**src/rtl/mux8_rr_scheduler_if.sv**
```systemverilog
// Request/grant/beat handshake bundle between eight requesters, the scheduler and the consumer.
interface mux8_rr_scheduler_if;
    logic [7:0] req;
    logic [7:0] last;
    logic       out_ready;
    logic [3:0] sel;
    logic [7:0] grant;
    logic       out_valid;
    logic [7:0] ack;

    modport master (
        output req, last, out_ready,
        input  sel, grant, out_valid, ack
    );

    modport slave (
        input  req, last, out_ready,
        output sel, grant, out_valid, ack
    );
endinterface

```
**src/rtl/mux8_rr_scheduler.sv**
```systemverilog
// Per-burst round-robin scheduler for the shared 8:1 datapath mux; sel=4'h8 parks the mux at zero.
// Optional MUX8_SCHED_PRIO_EN makes requester 0 strict-high-priority at every arbitration point.
module mux8_rr_scheduler #(
    parameter int MAX_BURST = 4,
    parameter int CNT_W     = 8
) (
    input  logic                 clk,
    input  logic                 rst,
    mux8_rr_scheduler_if.slave   bus
);

    typedef enum logic { IDLE, BUSY } state_t;

    state_t             state_p0, state_nx;
    logic [3:0]         sel_p0, sel_nx;
    logic [7:0]         grant_p0, grant_nx;
    logic [2:0]         ptr_p0, ptr_nx;
    logic [CNT_W-1:0]   beat_cnt_p0, beat_cnt_nx;

    logic [2:0]         g;
    logic               busy;
    logic               cur_req;
    logic               cur_last;
    logic               valid;
    logic               beat;
    logic               cnt_hit;
    logic               burst_end;
    logic               arb;
    logic [3:0]         win;
    logic               win_upd_ptr;

    // Returns {found, index} of the first set bit after p, wrapping 7->0; p itself ranks last.
    function automatic logic [3:0] rr_pick(input logic [7:0] r, input logic [2:0] p);
        logic [3:0] res;
        logic [2:0] idx;
        res = 4'h0;
        for (int k = 8; k >= 1; k--) begin
            idx = p + 3'(k);
            if (r[idx]) res = {1'b1, idx};
        end
        return res;
    endfunction

    assign busy     = (state_p0 == BUSY);
    assign g        = sel_p0[2:0];
    assign cur_req  = |(bus.req & grant_p0);
    assign cur_last = bus.last[g];
    assign valid    = busy & cur_req & ~rst;
    assign beat     = valid & bus.out_ready;
    assign cnt_hit  = (beat_cnt_p0 + CNT_W'(1)) == CNT_W'(MAX_BURST);
    assign burst_end = busy & (~cur_req | (beat & (cur_last | cnt_hit)));
    assign arb      = ~busy | burst_end;

    always_comb begin
        win         = 4'h0;
        win_upd_ptr = 1'b1;
`ifdef MUX8_SCHED_PRIO_EN
        // Priority grants leave ptr alone so 1..7 keep their rotation.
        if (bus.req[0]) begin
            win         = 4'b1000;
            win_upd_ptr = 1'b0;
        end else begin
            win = rr_pick(bus.req & 8'hFE, ptr_p0);
        end
`else
        win = rr_pick(bus.req, ptr_p0);
`endif
    end

    // Next-state and outputs
    always_comb begin
        state_nx    = state_p0;
        sel_nx      = sel_p0;
        grant_nx    = grant_p0;
        ptr_nx      = ptr_p0;
        beat_cnt_nx = beat_cnt_p0;
        if (arb) begin
            if (win[3]) begin
                state_nx    = BUSY;
                sel_nx      = {1'b0, win[2:0]};
                grant_nx    = 8'h01 << win[2:0];
                beat_cnt_nx = '0;
                if (win_upd_ptr) ptr_nx = win[2:0];
            end else begin
                state_nx    = IDLE;
                sel_nx      = 4'h8;
                grant_nx    = 8'h00;
            end
        end else if (beat) begin
            beat_cnt_nx = beat_cnt_p0 + CNT_W'(1);
        end
    end

    // State register
    always_ff @(posedge clk) begin
        if (rst) begin
            state_p0    <= IDLE;
            sel_p0      <= 4'h8;
            grant_p0    <= 8'h00;
            ptr_p0      <= 3'd7;
            beat_cnt_p0 <= '0;
        end else begin
            state_p0    <= state_nx;
            sel_p0      <= sel_nx;
            grant_p0    <= grant_nx;
            ptr_p0      <= ptr_nx;
            beat_cnt_p0 <= beat_cnt_nx;
        end
    end

    assign bus.sel       = sel_p0;
    assign bus.grant     = grant_p0;
    assign bus.out_valid = valid;
    assign bus.ack       = grant_p0 & {8{beat}};

endmodule

```
**src/flat_wrapper.sv**
```systemverilog
// flat-port wrapper written by rule: the top's interface ports become plain ports
module mux8_rr_scheduler_flat 
#(
    parameter int MAX_BURST = 4,
    parameter int CNT_W     = 8
)
  (clk, rst, bus_req, bus_last, bus_out_ready, bus_sel, bus_grant, bus_out_valid, bus_ack);
  mux8_rr_scheduler_if bus_i ();
  input  logic clk;
  input  logic rst;
  input wire logic [$bits(bus_i.req)-1:0] bus_req;
  input wire logic [$bits(bus_i.last)-1:0] bus_last;
  input wire logic [$bits(bus_i.out_ready)-1:0] bus_out_ready;
  output wire logic [$bits(bus_i.sel)-1:0] bus_sel;
  output wire logic [$bits(bus_i.grant)-1:0] bus_grant;
  output wire logic [$bits(bus_i.out_valid)-1:0] bus_out_valid;
  output wire logic [$bits(bus_i.ack)-1:0] bus_ack;
  assign bus_i.req = bus_req;
  assign bus_i.last = bus_last;
  assign bus_i.out_ready = bus_out_ready;
  assign bus_sel = bus_i.sel;
  assign bus_grant = bus_i.grant;
  assign bus_out_valid = bus_i.out_valid;
  assign bus_ack = bus_i.ack;
  mux8_rr_scheduler #(.MAX_BURST(MAX_BURST), .CNT_W(CNT_W)) u_core (.clk(clk), .rst(rst), .bus(bus_i));
endmodule
```
**config.mk**
```make
export PLATFORM = sky130hd
export DESIGN_NAME = mux8_rr_scheduler_flat
export DESIGN_NICKNAME = d
export VERILOG_FILES = /design/src/rtl/mux8_rr_scheduler_if.sv /design/src/rtl/mux8_rr_scheduler.sv /design/src/flat_wrapper.sv
export SDC_FILE = /design/constraint.sdc
export NUM_CORES = 1
export LEC_CHECK = 0
export CORE_ASPECT_RATIO = 1.2
export CORE_MARGIN = 2
export CORE_UTILIZATION = 45
export DETAILED_ROUTE_END_ITERATION = 7
export HOLD_SLACK_MARGIN = 0.08
export PLACE_DENSITY = 0.73
export REMOVE_ABC_BUFFERS = 1
export SYNTH_ARGS = -nofsm -noshare
export SYNTH_HDL_FRONTEND = slang
export SYNTH_SLANG_ARGS = --single-unit
```
**constraint.sdc**
```tcl
create_clock -name clk -period 6.9 [get_ports clk]
set_input_delay 1.38 -clock clk [delete_from_list [all_inputs] [get_ports clk]]
set_output_delay 1.38 -clock clk [all_outputs]
set_load 0.01 [all_outputs]
```
======== Yosys cells after proc, flatten, opt, wreduce, memory -nomap -nowiden ========
Index checks and enable logic that the tools add are counted.
operators by class
  add/sub/neg operators ................... 8
  $lt $le $gt $ge ......................... 9
  equality and inequality tests ........... 2
  shift operators ......................... 1
  multiplexer cells ....................... 32
  bitwise logic cells ..................... 13
  reduce and logical (&&, ||, !) cells .... 4
operators by type and width
  kind                 count
  $lt 3x4->1 const B   9
  $mux 4               9
  $mux 8               4
  $bmux 1 s3           9
  $and 8x8->8          2
  $add 3x3->3 const B  4
  $mux 1               10
  $add 8x1->8 const B  1
  $eq 8x3->1 const B   1
  $reduce_or 8->1      1
  $shl 1x3->8 const A  1
  $add 3x2->3 const B  2
  $and 1x1->1          5
  $reduce_and 2->1     2
  $add 3x1->3 const B  1
  $not 1->1            3
  $or 1x1->1           3
  $ne 2x2->1 const B   1
  $reduce_bool 2->1    1
storage, ports and cells
  flip-flop bits (word level) ............. 24
  output and inout port bits .............. 21
  word-level logic and storage cells ...... 74

======== Depth between registers and ports, before layout ========
  word-level depth ........................ 12
  mapped depth ............................ 13
  mapped depth without buffers ............ 9

======== Worst setup path after synthesis ========
OpenSTA, ideal clock, no wires.
  kind .................................... input to output
  start ................................... input bus_req[3]
  end ..................................... output bus_ack[0]
  arrival ................................. 2581 ps
  required time ........................... 5520 ps
  setup slack ............................. 2939 ps
  stages .................................. 5
  cells stage by stage .................... clkbuf_1 > a22o_1 > o41ai_1 > nor2_1 > and2_1
between the ends
  longest elaborated chain between the ends .. 6
RTL lines
  element                   RTL line                  source
  start, declared           flat_wrapper.sv:11        input wire logic [$bits(bus_i.req)-1:0] bus_req;
  $and 8x8->8               mux8_rr_scheduler.sv:46   assign cur_req = |(bus.req & grant_p0);
  $reduce_or 8->1           mux8_rr_scheduler.sv:46
  $and 1x1->1 (2 in a row)  mux8_rr_scheduler.sv:48   assign valid = busy & cur_req & ~rst;
  $and 1x1->1               mux8_rr_scheduler.sv:49   assign beat = valid & bus.out_ready;
  $and 8x8->8               mux8_rr_scheduler.sv:114  assign bus.ack = grant_p0 & {8{beat}};
  end, declared             flat_wrapper.sv:17        output wire logic [$bits(bus_i.ack)-1:0] bus_ack;
No other way between the ends.

======== Worst setup path after layout ========
  start ................................... input bus_req[1]
  end ..................................... output bus_ack[3]
The elaborated chain is that of the path after synthesis.

==> results.md <==
- Detailed Route WL: 6.00 mm
- Largest net degree at the start of global routing: 30
- HPWL Detailed: 4.50 mm
- Die W: 69.0 µm
- Post-synthesis cell count: 264
- Maximum clock rate: 192 MHz
- Num CTS Buffers: 3
- Share of cells above drive strength 1: 11.9%
- Pwr Total: 1.30 mW
- Boundary Pins: 40
- Metal-1 WL: 2.60 mm
- Leakage: 1.03 nW
- Final GP Congestion: 0.867
- Clock buffer depth: 2
- Maximum capacitance violations: 0
- Worst Max-Slew Pin Slew: 0.905 ns
- DRT iter0 DRCs: 147
- Multi-input logic area: 1690 µm²
- Filler Cell Count: 460
- PortBufs: 39
- Post-synth EDFFs: 0
- Ys flop type: dfxtp_1
- Root Buffer: clkbuf_8
- Int Pwr: 0.658 mW
- FF/Latch Area: 480 µm²
- Grt total ovfl: 0
- Post-synthesis instance area: 2280 µm²
- Seq pwr share: 16.3%
- Top layer in use: met4
- CP max FO: 10
- Vias in the first global route: 2,124
- Vias: 2,222
- Placed cells: 350
- Clock Latency Late Sink: 0.27 ns
- Initial antenna violation count: 0
- CTS resizes: 0
- DIE AREA: 5650 µm²
- Cell Rows: 28
- Sw Ratio: 49.3%
- Met3 routed wirelength: 182 µm
- Syn_area_per_cell: 8.63 µm²
- RSZ-0062 raised after global routing: false
- Antenna Violating Nets Remaining: 0
- First-pass GRT wire length: 9.75 mm
- Drt first pass iters: 4
- Top cells by area, synth: dfxtp_1, mux4_2, nand2_1
- Hold Crit Depth: 2
- Count leader, synth: nand2_1
- Final-report setup violation count: 0
- Post-CTS Hold Fix Bufs: 0
- Tcrit/Tclk final: 75.3%
- Drt wl/cell: 17.0 µm
- Worst hold start: u_core.bus.sel[2]
- Kind of end point of the critical path: output port
- Switching pwr: 0.639 mW
- Comb pwr share: 74.2%
- Final Slew Violations: 0
- Crit path DAT: 3.82 ns
- Initial Util: 46.5%
- NumNets Final: 317
- Clock share of power: 9.5%
- Core area: 4900 µm²
- CTS tree: built
- Sequential area share after synthesis: 21.1%
- Final Non-Filler Cells: 354
- Worst hold slack: 0.485 ns
- Clock H-tree levels: 1
- Reg-to-reg endpoint: u_core.beat_cnt_p0[5]
- Relative slew slack: 39.6%
- Metal2 WL: 3.12 mm
- Crit start category: primary input
- Total Negative Setup Slacks: 0 ns
- Fraction of registers with async set/reset: 0%
- Worst Clk Skew: 0.00208 ns
- Tot GR Track Use: 22.5%
- Post-route DRC: 0
- Final Cell Area: 2740 µm²
- Peak supply drop: 0.229 mV
- Setup bufs post-CTS: 0
- CTS clk-pin slew, worst paths: 0.08 ns
- Hold EP: u_core.bus.sel[2]
- Vias/cell: 6.28
- Post-synth top area cell: dfxtp_1
- Status: complete, no violations
- Top cell type's share of synthesized area: 21.1%
- Hold WC Path Type: reg -> reg
- Chip height: 81.9 µm
- Diodes inserted: 0
- Worst EP required: 5.52 ns
- Synth Register Bits: 24
- Most instantiated cells after synthesis: nand2_1, dfxtp_1, a21oi_1, nor2_1, and2_1
- Layout Area Growth over Synthesis: 20.4%
- Worst R2R Path Depth: 10
- Clk sink count: 24
- Pwr Density: 473 nW/µm²
- Worst reg2reg startpoint: u_core.ptr_p0[0]
- Setup Crit Path Kind: in -> out
- Endpoints failing hold: 0
- Flop-to-flop setup slack: 3.28 ns
- Area after DPL: 2670 µm²
- Yosys warns: 0
- Cell variety after synth: 66
- Final min period: 5.20 ns
## metrics by stage
step / util (%) / setup WS (ns)
final: 55.9 / 1.70
after CTS: 55.9 / 1.70
after detailed placement: 54.5 / 1.70
after floorplan: - / 3.02
after global routing: 55.9 / 1.48
after global placement: 54.5 / 1.78
## layer usage
metal | vias to the layer above | global-route usage, %
li1 | 1074 | -
met1 | 1090 | 27.2
met2 | 48 | 41.1
met3 | 10 | 2.19
met4 | 0 | 7.06
met5 | - | 0
## final cells by class
cell class              count  area share (%)
clock buffers               3            1.51
clock inverters             1            1.09
inverters                   6           0.821
multi-input cells         219            61.5
flip-flops and latches     24            17.5
well taps                  60            2.74
repair buffers             41            14.8
## registers in the layout, summed over array words and instances, names as in the netlist
| name | cells |
|---|---|
| u_core.bus.sel | 4 |
| u_core.busy | 1 |
| u_core.bus.grant | 8 |
| u_core.beat_cnt_p0 | 8 |
| u_core.ptr_p0 | 3 |
## power by group through the flow
stage / clock, mW / combinational, mW / sequential (mW)
2_1_floorplan: 0 / 0.682 / 0.242
3_3_place_gp: 0 / 0.939 / 0.214
4_1_cts: 0.125 / 0.953 / 0.212
5_1_grt: 0.130 / 1.05 / 0.216
6_report: 0.123 / 0.962 / 0.211
3_5_place_dp: 0 / 0.948 / 0.215
## worst max-delay path, cell delays in order
cell             delay (ns)
clkdlybuf4s50_1        0.57
a22o_1                 0.30
o41ai_1                0.56
nor2_1                 0.28
and2_1                 0.23
clkdlybuf4s50_1        0.48
## worst max-delay path by stage
stage | start | endpoint | slack, ns | depth (start not counted)
final | bus_req[1] | bus_ack[3] | 1.70 | 6
after global routing | bus_req[1] | bus_ack[3] | 1.48 | 6
after CTS | bus_req[1] | bus_ack[3] | 1.70 | 6
after detailed placement | bus_req[1] | bus_ack[3] | 1.70 | 6
after global placement | bus_req[1] | bus_ack[4] | 1.78 | 6
after floorplan | bus_req[1] | bus_ack[0] | 3.02 | 4
## cell usage in the layout, fill, tap and decap left out, drive strengths merged, types with 4 or more instances in the layout
| cell type | synthesis | layout |
|---|---|---|
| nor3 | 10 | 10 |
| mux2i | 9 | 9 |
| mux4 | 11 | 11 |
| a311oi | 4 | 4 |
| dfxtp | 24 | 24 |
| nand2 | 39 | 39 |
| nand3 | 11 | 11 |
| mux2 | 11 | 11 |
| a21oi | 15 | 15 |
| clkdlybuf4s50 | 0 | 39 |
| nor2 | 15 | 15 |
| nand2b | 4 | 4 |
| o41ai | 4 | 4 |
| inv | 6 | 6 |
| and2 | 13 | 13 |
| a211oi | 4 | 4 |
| a22o | 6 | 6 |
| o21ai | 7 | 7 |
## logic make-up (layout without fill, tap and decap cells)
kind of cell               Yosys count  in the layout  share of synthesized area (%)
and+or+nand+nor                    109            109                           23.8
AOI/OAI and AO/OA                   72             72                           25.0
muxes                               31             31                           20.9
DFF                                 24             24                           21.1
buffers and inverters               21             51                           4.83
xor gates and xnor gates             4              4                           2.69
adders and majority gates            3              3                           1.65
Power figures use the tool's default switching activity.
==> patch 1, RTL diff (same settings) <==
Build with the macro `MUX8_SCHED_PRIO_EN` defined.
--- a/src/rtl/mux8_rr_scheduler.sv
+++ b/src/rtl/mux8_rr_scheduler.sv
@@ -2,2 +2,4 @@
 // Optional MUX8_SCHED_PRIO_EN makes requester 0 strict-high-priority at every arbitration point.
+`define MUX8_SCHED_PRIO_EN
+
 module mux8_rr_scheduler #(
Check against the original RTL: not equivalent (a bounded check fails within 4 cycles, from zero or initial values and one cycle with rst high).
==> patch 1 against the original RTL <==
  * Fmax shrank 1.4%
  * Area after synthesis is 1.9% lower
  * Cell area down 2.9%
  * Total power down 0.33%
  * Sequential cell count did not move
  * Setup slack worse by 0.072 ns
  * Routed wire length shrank 1.7%
  * Synthesized cell count grew 3.8%
  * Sequential power decreased by 5%
  * Critical endpoint is now bus_ack[1]
  * Largest cell class unchanged
==> patch 1: results (changes against the original RTL) <==
dpl cells=353 (was 350); Netlist cell types=57 (was 66); synth cell count leaders=24 x dfxtp_1, 22 x nand2_1, 22 x nor2_1 (was 36 x nand2_1, 24 x dfxtp_1, 15 x a21oi_1, 15 x nor2_1, 12 x and2_1); total wire length=5900 um (was 6000 um); Clock Skew=0.00537 ns (was 0.00208 ns); vias per std cell=6.15 (was 6.28); Worst Setup SP=bus_req[3] (was bus_req[1]); RR Endpoint=u_core.ptr_p0[1]$_SDFFE_PP1P_ (was u_core.beat_cnt_p0[5]$_SDFFE_PP0P_); Crit Path Max Fanout=11 (was 10); GRT Total Usage=22.7% (was 22.5%); worst hold endpoint=u_core.bus.sel[3]$_SDFFE_PP1P_ (was u_core.bus.sel[2]$_SDFFE_PP0P_); Worst R2R Path Depth=11 (was 10); first-pass GRT wire length=9850 um (was 9750 um); layout cells sized above 1=12.8% (was 11.9%); initial DRC count=199 (was 147); worst reg2reg setup slack=3.22 ns (was 3.28 ns); placed inst area=2590 um2 (was 2670 um2); Rel. slew slack=41.0% (was 39.6%); worst vdd ir=0.297 mV (was 0.229 mV); sequential cell area fraction in the yosys report=21.5% (was 21.1%); placed wire-length estimate=4450 um (was 4500 um); HP Start=u_core.bus.sel[3]$_SDFFE_PP1P_ (was u_core.bus.sel[2]$_SDFFE_PP0P_); Synth area leaders=dfxtp_1 21%, mux4_2 10%, mux2i_1 5.4% (was dfxtp_1 21%, mux4_2 7.9%, nand2_1 5.9%); crit path DAT=3.89 ns (was 3.82 ns); htree depth=1 (unchanged); maximum number of pins on one net before global-route repair=26 (was 30); P_int=0.000676 W (was 0.000658 W); outcome=completed (unchanged); number of global-route vias before repair=2048 (was 2124); Vias=2194 (was 2222); final RePlAce weighted congestion=0.872 (was 0.867); clk root buf=clkbuf_8 (unchanged); Mean Syn Cell Area=8.16 um2 (was 8.63 um2); drt pass-1 iters=5 (was 4); LEAKAGE=1.02 nW (was 1.03 nW)
[patch 1: metal layers]
layer | routed length (um) | global-route usage (%)
met1 | 2530 | 30.5
met3 | 210 | 1.94
met4 | 178 | 10.2
met5 | 0 | 0
met2 | 2980 | 36.8
[patch 1: worst max-delay path, stage by stage]
cell and delay (ns):
clkdlybuf4s50_1 0.66, a22oi_1 0.15, nand4_1 0.16, nand2_1 0.08, nor3_1 0.68, and2_1 0.24, clkdlybuf4s50_1 0.54
[patch 1: cells by family after synthesis]
group	Yosys count	synth area share, %
xor+xnor	2	1.12
fa+ha+maj	3	1.68
buf+inv	31	7.39
flops	24	21.5
mux	33	21.0
simple gates	109	25.3
compound gates	72	22.0
[patch 1: final cells by class]
class                      count  area [um2]
multi-input combinational    219        1590
sequential                    24         480
timing repair buffer          43         420
fill                         457        2210
clock buffer                   3        41.3
inverter                       7        26.3
clock inverter                 1        30.0
tap                           60        75.1
[patch 1: power groups by stage]
stage,Clock (W),Sequential (W),Combinational (W)
final,0.000122,0.000201,0.000970
after global routing,0.000129,0.000206,0.00106
after CTS,0.000124,0.000201,0.000958
after detailed placement,0,0.000204,0.000953
after global placement,0,0.000204,0.000945
after floorplan,0,0.000252,0.000648
[patch 1: how the worst max path moves through the flow]
stage | endpoint
after global routing | bus_ack[1]
after floorplan | bus_ack[0]
after CTS | bus_ack[1]
final | bus_ack[1]
after detailed placement | bus_ack[1]
after global placement | bus_ack[5]
[patch 1: through the flow]
stage / setup WS [ns] / hold WS (ns)
floorplan: 3.22 / 0.452
global placement: 1.71 / 0.448
detailed placement: 1.64 / 0.440
CTS: 1.63 / 0.461
global route: 1.36 / 0.472
finish: 1.63 / 0.464
==> patch 2, RTL diff (config.mk and constraints unchanged) <==
Without the edit above. Make the reset (`rst`) asynchronous in one clocked block.
--- a/src/rtl/mux8_rr_scheduler.sv
+++ b/src/rtl/mux8_rr_scheduler.sv
@@ -94,3 +94,3 @@
     // State register
-    always_ff @(posedge clk) begin
+    always_ff @(posedge clk or posedge rst) begin
         if (rst) begin
Behaviour: differs if rst is asserted again (counterexample within 4 cycles, from zero or initial values and one cycle with rst high); with rst held inactive, the same outputs for 10 cycles.
==> patch 2 against the original RTL <==
  * Sequential cell count did not move
  * Cell area did not move
  * Area after synthesis rose by 1.1%
  * Total power rose by 10%
  * Via count fell by 8.7%
  * Setup slack got worse by 0.031 ns
  * Routed wire length fell by 4.8%
  * Count of clock-buffer cells in the layout rose by 1
==> patch 2: results (changes against the original RTL) <==
placed wire-length estimate=4430 um (was 4500 um); GRT Total Usage=21.4% (was 22.5%); worst vdd ir=0.264 mV (was 0.229 mV); Top FF cell, synth=dfrtp_1 (was dfxtp_1); initial DRC count=210 (was 147); first-pass GRT wire length=9860 um (was 9750 um); Clock Skew=0.00362 ns (was 0.00208 ns); largest family of logic cells by synthesized area=compound AO/OA/AOI/OAI gates (unchanged); final RePlAce weighted congestion=0.882 (was 0.867); Netlist cell types=62 (was 66); worst skew pair latency=0.26 ns; Rel. slew slack=26.8% (was 39.6%); Crit Path Max Fanout=9 (was 10); synth cell count leaders=20 x dfrtp_1, 17 x nor2_1, 14 x nand2_1 (was 36 x nand2_1, 24 x dfxtp_1, 15 x a21oi_1, 15 x nor2_1, 12 x and2_1); outcome=completed (unchanged); adder-cell share of the synthesized area=1.63% (was 1.65%); worst hold path type=flop to flop (unchanged); drt pass-1 iters=4 (unchanged); clk root buf=clkbuf_8 (unchanged); Yosys Warn Count=0 (unchanged); number of global-route vias before repair=1913 (was 2124); layout cells sized above 1=15.3% (was 11.9%); antenna violations before repair=0 (unchanged); setup bufs post-CTS=0 (unchanged); Vias=2029 (was 2222); post_cts resized=0 (unchanged); post-place setup slack=1.67 ns (was 1.70 ns); area share of xor/xnor cells in the synthesized design=1.90% (was 2.69%); crit path DAT=3.85 ns (was 3.82 ns); nets@finish=285 (was 317); mux cell area share after synthesis=23.4% (was 20.9%); sequential cell area fraction in the yosys report=26.3% (was 21.1%); Clk pin slew, worst setup/hold paths=0.09 ns; Synth Area in Compound Gates=25.3% (was 25.0%); total wire length=5720 um (was 6000 um); Synth area leaders=dfrtp_1 22%, mux4_2 8.8%, mux2i_1 4.8% (was dfxtp_1 21%, mux4_2 7.9%, nand2_1 5.9%); PortBufs=39 (unchanged); htree depth=1 (unchanged); maximum number of pins on one net before global-route repair=25 (was 30); Fillers=437 (was 460); # diodes=0 (unchanged); CTS max path bufs=2 (unchanged); CTS Buf Count=3 (unchanged); ys async rst share=100% (was 0%); LEAKAGE=1.09 nW (was 1.03 nW)
-- patch 2: power by group --
group          total [W]  internal [W]  switching [W]
sequential      0.000270      0.000189      0.0000810
combinational    0.00106      0.000488       0.000576
clock          0.0000955     0.0000509      0.0000446
-- patch 2: layout make-up --
cell class | count | area [um2] | share of cell area [%]
well taps | 60 | 75.1 | 2.74
clock buffers | 4 | 55.1 | 2.01
flip-flops and latches | 24 | 606 | 22.1
repair buffers | 39 | 390 | 14.2
inverters | 8 | 30.0 | 1.09
multi-input cells | 187 | 1590 | 57.8
-- patch 2: logic make-up (layout without fill, tap and decap cells) --
kind of cell,count (synthesis),after routing
AND/OR/NAND/NOR,73,73
AO/OA/AOI/OAI,72,72
multiplexers,34,34
flip-flops,24,24
buffers and inverters,20,51
XOR/XNOR,5,5
adder cells (fa/ha/maj),3,3
-- patch 2: critical path, cell delays in order --
cell,delay [ns]
clkdlybuf4s50_1,0.55
a22o_1,0.29
o41ai_1,0.67
nor2b_1,0.26
and2_1,0.22
clkdlybuf4s50_1,0.48
-- patch 2: path summary, 6_finish.rpt --
path                                               start                                end  slack (ns)  cells past startpoint
max                                           bus_req[7]                         bus_ack[2]        1.67                      6
min                        u_core.bus.sel[3]$_DFFE_PP1P_      u_core.bus.sel[3]$_DFFE_PP1P_        0.48                      2
max reg2reg                 u_core.ptr_p0[1]$_DFFE_PP1P_    u_core.bus.grant[7]$_DFFE_PP0P_        2.89                      9
min reg2reg                u_core.bus.sel[3]$_DFFE_PP1P_      u_core.bus.sel[3]$_DFFE_PP1P_        0.48                      2
max in group asynchronous                            rst      u_core.bus.sel[1]$_DFFE_PP0P_        4.67                      2
min in group asynchronous                            rst  u_core.beat_cnt_p0[5]$_DFFE_PP0P_        1.68                      2
-- patch 2: through the flow --
step	cell area [um2]	power (W)	instances	hold slack, ns
finish	2740	0.00143	322	0.480
global route	2740	0.00154	322	0.512
CTS	2740	0.00143	322	0.486
detailed placement	2690	0.00133	318	0.472
global placement	2690	0.00131	318	0.450
floorplan	2220	0.00106	219	0.465
-- patch 2: layer usage --
metal	GRT usage [%]	routed length, um	up-vias
met5	0	0	-
met2	37.8	2930	66
met3	2.31	294	11
met4	7.45	114	0
met1	27.7	2370	995
li1	-	-	957
